--- config.mk ---
export PLATFORM = sky130hd
export DESIGN_NAME = ra_builder
export DESIGN_NICKNAME = d
export VERILOG_FILES = /design/src/rtl/ra_builder.sv
export SDC_FILE = /design/constraint.sdc
export NUM_CORES = 1
export LEC_CHECK = 0
export CAP_MARGIN = 10
export CORE_MARGIN = 4
export CORE_UTILIZATION = 57
export DETAILED_ROUTE_END_ITERATION = 10
export GPL_ROUTABILITY_DRIVEN = 0
export HOLD_SLACK_MARGIN = 0.1
export PLACE_DENSITY = 0.78
export SLEW_MARGIN = 20
export SYNTH_ARGS = -nofsm -noshare
export SYNTH_HDL_FRONTEND = slang
export SYNTH_SLANG_ARGS = --single-unit
export TNS_END_PERCENT = 50
--- constraint.sdc ---
create_clock -name clock -period 5.7 [get_ports clock]
set_input_delay 0.855 -clock clock [delete_from_list [all_inputs] [get_ports clock]]
set_output_delay 0.855 -clock clock [all_outputs]
set_load 0.05 [all_outputs]
--- src/rtl/ra_builder.sv ---
// Region Array builder: writes one control word plus per-list OL pointers per tile.
// Optional RA_BUILDER_CHECKSUM_EN adds a running XOR of all accepted write data.
module ra_builder #(
  parameter int          ADDR_W     = 24,
  parameter logic [31:0] PTR_UNUSED = 32'h8000_0000
) (
  input  logic              clock,
  input  logic              reset_n,
  input  logic              ra_gen_trig,
  input  logic [31:0]       REGION_BASE,
  input  logic [31:0]       OL_BASE,
  input  logic [31:0]       TA_ALLOC_CTRL,
  input  logic [31:0]       TA_GLOB_TILE_CLIP,
  input  logic [31:0]       FPU_PARAM_CFG,
  input  logic              cfg_zkeep,
  input  logic              vram_wait,
  output logic              ra_vram_wr,
  output logic [ADDR_W-1:0] ra_vram_addr,
  output logic [31:0]       ra_vram_dout,
  output logic              busy,
  output logic              done
`ifdef RA_BUILDER_CHECKSUM_EN
  ,
  output logic [31:0]       ra_checksum
`endif
);

  typedef enum logic [1:0] {
    IDLE, SETUP, WRITE, DONE
  } state_t;

  state_t            state;
  logic [2:0]        step;
  logic [2:0]        widx;
  logic [ADDR_W-1:0] region;
  logic [ADDR_W-1:0] acc;
  logic [ADDR_W-1:0] ptr [5];
  logic [1:0]        opb_n [5];
  logic [5:0]        tx_max;
  logic [3:0]        ty_max;
  logic [5:0]        tile_x;
  logic [3:0]        tile_y;
  logic [10:0]       ntiles;
  logic              v2;
  logic              zkeep;

  logic              last_word;
  logic              last_tile;
  logic              nx_last;
  logic [5:0]        nx_x;
  logic [3:0]        nx_y;
  logic [31:0]       ptr_word;

  logic unused_bits;
  assign unused_bits = ^{REGION_BASE[31:ADDR_W], REGION_BASE[1:0],
    OL_BASE[31:ADDR_W], OL_BASE[1:0], TA_ALLOC_CTRL[31:18],
    TA_ALLOC_CTRL[15:14], TA_ALLOC_CTRL[11:10], TA_ALLOC_CTRL[7:6],
    TA_ALLOC_CTRL[3:2], TA_GLOB_TILE_CLIP[31:20],
    TA_GLOB_TILE_CLIP[15:6], FPU_PARAM_CFG[31:22], FPU_PARAM_CFG[20:0]};

  function automatic logic [31:0] ctrl_word(
    input logic       last,
    input logic [3:0] y,
    input logic [5:0] x
  );
    return {last, zkeep, 2'b00, 14'b0, 2'b00, y, x, 2'b00};
  endfunction

  // Bytes one list type occupies across all tiles; disabled lists take none.
  function automatic logic [ADDR_W-1:0] span(input logic [1:0] n);
    if (n == 2'd0) return '0;
    return ADDR_W'({ntiles, 4'b0}) << n;
  endfunction

  always_comb begin
    last_word = widx == (v2 ? 3'd5 : 3'd4);
    last_tile = (tile_x == tx_max) && (tile_y == ty_max);
    nx_x = tile_x + 6'd1;
    nx_y = tile_y;
    if (tile_x == tx_max) begin
      nx_x = 6'd0;
      nx_y = tile_y + 4'd1;
    end
    nx_last = (nx_x == tx_max) && (nx_y == ty_max);
    ptr_word = PTR_UNUSED;
    for (int k = 0; k < 5; k++) begin
      if (3'(k) == widx && opb_n[k] != 2'd0) ptr_word = 32'(ptr[k]);
    end
  end

  always_ff @(posedge clock or negedge reset_n) begin
    if (!reset_n) begin
      state        <= IDLE;
      step         <= '0;
      widx         <= '0;
      region       <= '0;
      acc          <= '0;
      tx_max       <= '0;
      ty_max       <= '0;
      tile_x       <= '0;
      tile_y       <= '0;
      ntiles       <= '0;
      v2           <= 1'b0;
      zkeep        <= 1'b0;
      ra_vram_wr   <= 1'b0;
      ra_vram_addr <= '0;
      ra_vram_dout <= '0;
      busy         <= 1'b0;
      done         <= 1'b0;
      for (int k = 0; k < 5; k++) begin
        ptr[k]   <= '0;
        opb_n[k] <= '0;
      end
    end else begin
      unique case (state)
        IDLE: begin
          done <= 1'b0;
          if (ra_gen_trig) begin
            region <= {REGION_BASE[ADDR_W-1:2], 2'b00};
            acc    <= {OL_BASE[ADDR_W-1:2], 2'b00};
            tx_max <= TA_GLOB_TILE_CLIP[5:0];
            ty_max <= TA_GLOB_TILE_CLIP[19:16];
            v2     <= FPU_PARAM_CFG[21];
            zkeep  <= cfg_zkeep;
            for (int k = 0; k < 5; k++) begin
              opb_n[k] <= TA_ALLOC_CTRL[4*k +: 2];
            end
            step  <= '0;
            busy  <= 1'b1;
            state <= SETUP;
          end
        end
        SETUP: begin
          step <= step + 3'd1;
          if (step == 3'd0) begin
            ntiles <= 11'((11'(tx_max) + 11'd1) * (11'(ty_max) + 11'd1));
          end
          for (int k = 0; k < 5; k++) begin
            if (3'(k + 1) == step) begin
              ptr[k] <= acc;
              acc    <= acc + span(opb_n[k]);
            end
          end
          if (step == 3'd5) begin
            tile_x       <= '0;
            tile_y       <= '0;
            widx         <= '0;
            ra_vram_wr   <= 1'b1;
            ra_vram_addr <= region;
            ra_vram_dout <= ctrl_word(tx_max == 6'd0 && ty_max == 4'd0,
                                      4'd0, 6'd0);
            state        <= WRITE;
          end
        end
        WRITE: begin
          if (!vram_wait) begin
            ra_vram_addr <= ra_vram_addr + ADDR_W'(4);
            if (last_word) begin
              widx <= '0;
              for (int k = 0; k < 5; k++) begin
                if (opb_n[k] != 2'd0) ptr[k] <= ptr[k] + (ADDR_W'(16) << opb_n[k]);
              end
              if (last_tile) begin
                ra_vram_wr <= 1'b0;
                done       <= 1'b1;
                state      <= DONE;
              end else begin
                tile_x       <= nx_x;
                tile_y       <= nx_y;
                ra_vram_dout <= ctrl_word(nx_last, nx_y, nx_x);
              end
            end else begin
              widx         <= widx + 3'd1;
              ra_vram_dout <= ptr_word;
            end
          end
        end
        DONE: begin
          done  <= 1'b0;
          busy  <= 1'b0;
          state <= IDLE;
        end
        default: state <= IDLE;
      endcase
    end
  end

`ifdef RA_BUILDER_CHECKSUM_EN
  always_ff @(posedge clock or negedge reset_n) begin
    if (!reset_n) begin
      ra_checksum <= '0;
    end else if (state == IDLE && ra_gen_trig) begin
      ra_checksum <= '0;
    end else if (state == WRITE && !vram_wait) begin
      ra_checksum <= ra_checksum ^ ra_vram_dout;
    end
  end
`endif

endmodule
==> metrics.csv <==
stage,metric,value,unit
timing,drv_slew,0,
synth,synth_top_area_share,0.350,
placement,postPlaceCellArea,19900,um^2
route,drtIter0Drc,1685,
timing,timing.final.setup_violations,0,
clocking,numCtsBuffers,30,
placement,portBuffers,120,
power,swShare,0.506,
grt,grt_pass1_wl,85400,um
worst_setup_path,reg2reg_slack,1100,ps
status,status,completed,
final_layout,synthToLayoutAreaGrowth,12.6,%
synth,synthCells,2239,
power,pwr-share-comb,0.609,
route,vias_per_cell,6.39,
clocking,cts_resized,0,
placement,dp.cells,2655,
route,first_pass_iters,6,
power,p_sw,7.93,mW
worst_setup_path,path_buf_inv,1,
placement,dp_hpwl,36600,um
final_layout,n_antenna_cell,0,
worst_setup_path,cp-end-kind,register,
synth,synthTopCellsByArea,"dfrtp_1 35%, a21oi_1 6.8%, o21ai_0 5.1%",
route,drc,0,
timing,fin_skew,14.6,ps
power,peakVddDrop,504,uV
timing,setup_tns,0,ps
route,dr_total_vias,17298,
clocking,cts_tree,yes,
route,wl_met3,3230,um
clocking,h-tree-depth,1,
die,rows,65,
die,die_area,35500,um^2
worst_setup_path,required,6160,ps
final_layout,drive_gt1_frac,0.0783,
timing,maxSlewHeadroom,0.302,
grt,grtUsageTotal,0.285,
synth,synth_area,18600,um^2
route,drt-met1-wl,21700,um
clocking,clk_path_buf_depth,3,
die,core-area,31900,um^2
power,p_leak,8.86,nW
final_layout,nNetsFinal,2512,
clocking,root_buffer,clkbuf_16,
die,die_height,188,um
synth,synthArstFlopShare,1.00,
worst_setup_path,worstPathArrival,5060,ps
synth,syn_area_per_cell,8.29,um^2
synth,synth_cell_type_count,73,
route,wl_met2,24900,um
worst_setup_path,path_common_cell,fa_1,
synth,synth_top_flop_cell,dfrtp_1,
power,p_clk_frac,0.128,
worst_setup_path,path_class,register to register,
die,start_util,0.582,
worst_setup_path,crit_family,adder cells,
run,maxCapViolations,0,
clocking,clkLatencyLatePin,570,ps
clocking,cts_num_sinks,260,
worst_setup_path,crit_chain,ha_1 > xnor2_1 > or2_2 > fa_1 > fa_1 > fa_1 > inv_1 > ha_1 > a21oi_1 > nand2b_1 > a21boi_0 > o311a_1 > o21a_1 > o31ai_1,
worst_setup_path,max_stage_delay,540,ps
timing,fin_crit,4600,ps
power,power.share.sequential,0.263,
grt,grt.overflow.total,0,
synth,synth_seq_cells,260,
die,die_w,188,um
timing,fin_crit_sh,0.807,
synth,synth-edff-count,0,
timing,hold_viol_final,0,
clocking,ctsHoldBuffers,0,
synth,synth_top_area_cell,dfrtp_1,
route,wl_per_cell,19.2,um
timing,fmax,217,MHz
timing,tightest_slew,1050,ps
route,highest_layer,met4,
die,ios,224,
final_layout,stdcell_area,20900,um^2
route,wirelength,52000,um
synth,synthMostInstantiatedCell,dfrtp_1,
synth,synthTopCellsByCount,"260 x dfrtp_1, 253 x a21oi_1, 225 x nand2_1",
worst_setup_path,cp_slowest_cell,fa_1,
clocking,cts_setup_buffers,0,
grt,grt_start_max_net_pins,137,
timing,grt_setup_unrepaired,no,
synth,synth_warnings,0,
power,intPower,7.74,mW
power,p_per_area,749,nW/um^2
grt,grt_pass1_vias,16455,
worst_setup_path,path_max_fanout,11,
route,ant_nets,0,
final_layout,layout.cells.non_filler,2708,
worst_hold_path,worstHoldPathType,input port to async pin,
worst_setup_path,start_kind,register,
clocking,clk_pin_slew_worst_paths,60,ps
synth,yosysSeqAreaShare,0.350,
grt,antenna_found_initial,0,
-- flip-flops by register name (all words and copies together) (netlist names), 6 cells and up --
signal	count
region	22
ptr	115
ra_vram_dout	25
acc	22
ntiles	11
tx_max	6
tile_x	6
opb_n	10
ra_vram_addr	22
-- worst register-to-register path, delay by kind of cell (launching register included) --
family	cells	cell delay (ps)
adders and majority gates	5	2110
AOI/OAI and AO/OA	5	1050
DFF	1	500
xor gates and xnor gates	1	440
and+or+nand+nor	2	340
buffers and inverters	1	40
-- power groups by stage --
stage | Combinational, mW | Sequential (mW) | Clock [mW]
global placement | 9.03 | 4.05 | 0
detailed placement | 9.39 | 4.10 | 0
global route | 10.6 | 4.28 | 2.12
finish | 9.54 | 4.13 | 2.00
floorplan | 7.07 | 3.92 | 0
CTS | 9.47 | 4.08 | 2.03
-- layout by cell type (no fill, tap or decap), types with 13 or more instances in the layout --
master	n
o311ai_0	19
o22ai_1	101
ha_1	72
mux2i_1	84
nand2_1	224
a31oi_1	17
nand3_1	93
and2_1	17
a221oi_1	23
fa_1	20
nor2_1	164
inv_1	78
nor2b_1	31
clkdlybuf4s50_1	119
o21ai_0	189
nand4_1	19
a21oi_1	253
clkbuf_16	30
dfrtp_1	260
o21ai_1	15
mux2_2	68
xnor2_1	32
nand2b_1	22
a211oi_1	18
and3_1	37
xor2_1	17
nor3_1	20
a22oi_1	16
o211ai_1	13
a21o_1	22
buf_4	28
-- metal layers --
layer	up-vias	global-route usage
li1	8125	-
met1	8318	0.386
met2	701	0.471
met3	154	0.0313
met4	0	0.114
met5	-	0
-- final cells by class --
| cell class | instances | area, um^2 |
|---|---|---|
| clock buffer | 36 | 823 |
| clock inverter | 16 | 196 |
| fill | 2680 | 11000 |
| inverter | 79 | 297 |
| multi-input combinational | 1733 | 11100 |
| sequential | 260 | 6510 |
| tap | 435 | 544 |
| timing repair buffer | 149 | 1440 |
-- stage by stage --
step | utilization | power, mW | hold WS (ps) | setup slack (ps)
global route | 0.656 | 17.0 | 258 | 729
floorplan | - | 11.0 | 441 | 1530
CTS | 0.655 | 15.6 | 471 | 1080
detailed placement | 0.623 | 13.5 | 458 | 1090
finish | 0.656 | 15.7 | 221 | 1100
global placement | 0.623 | 13.1 | 453 | 1210
-- path summary, 6_finish.rpt --
path | cells after the start | from | endpoint
max | 14 | ty_max[0] | ntiles[9]
min | 1 | reset_n | ra_vram_dout[17]
max reg2reg | 14 | ty_max[0] | ntiles[9]
min reg2reg | 2 | ptr[2] | ptr[2]
max in group asynchronous | 3 | reset_n | acc[8]
min in group clock | 2 | ptr[2] | ptr[2]
-- cells by family (layout without fill, tap and decap cells) --
logic type               Yosys count  count (layout)  share of synthesized area
other                              1               9                   0.000202
adder cells (fa/ha/maj)           94              94                     0.0714
AO/OA/AOI/OAI                    758             758                      0.245
AND/OR/NAND/NOR                  671             671                      0.168
XOR/XNOR                          49              49                     0.0231
buffers and inverters            254             280                     0.0553
multiplexers                     152             152                     0.0865
flip-flops                       260             260                      0.350
Power figures use the tool's default switching activity.
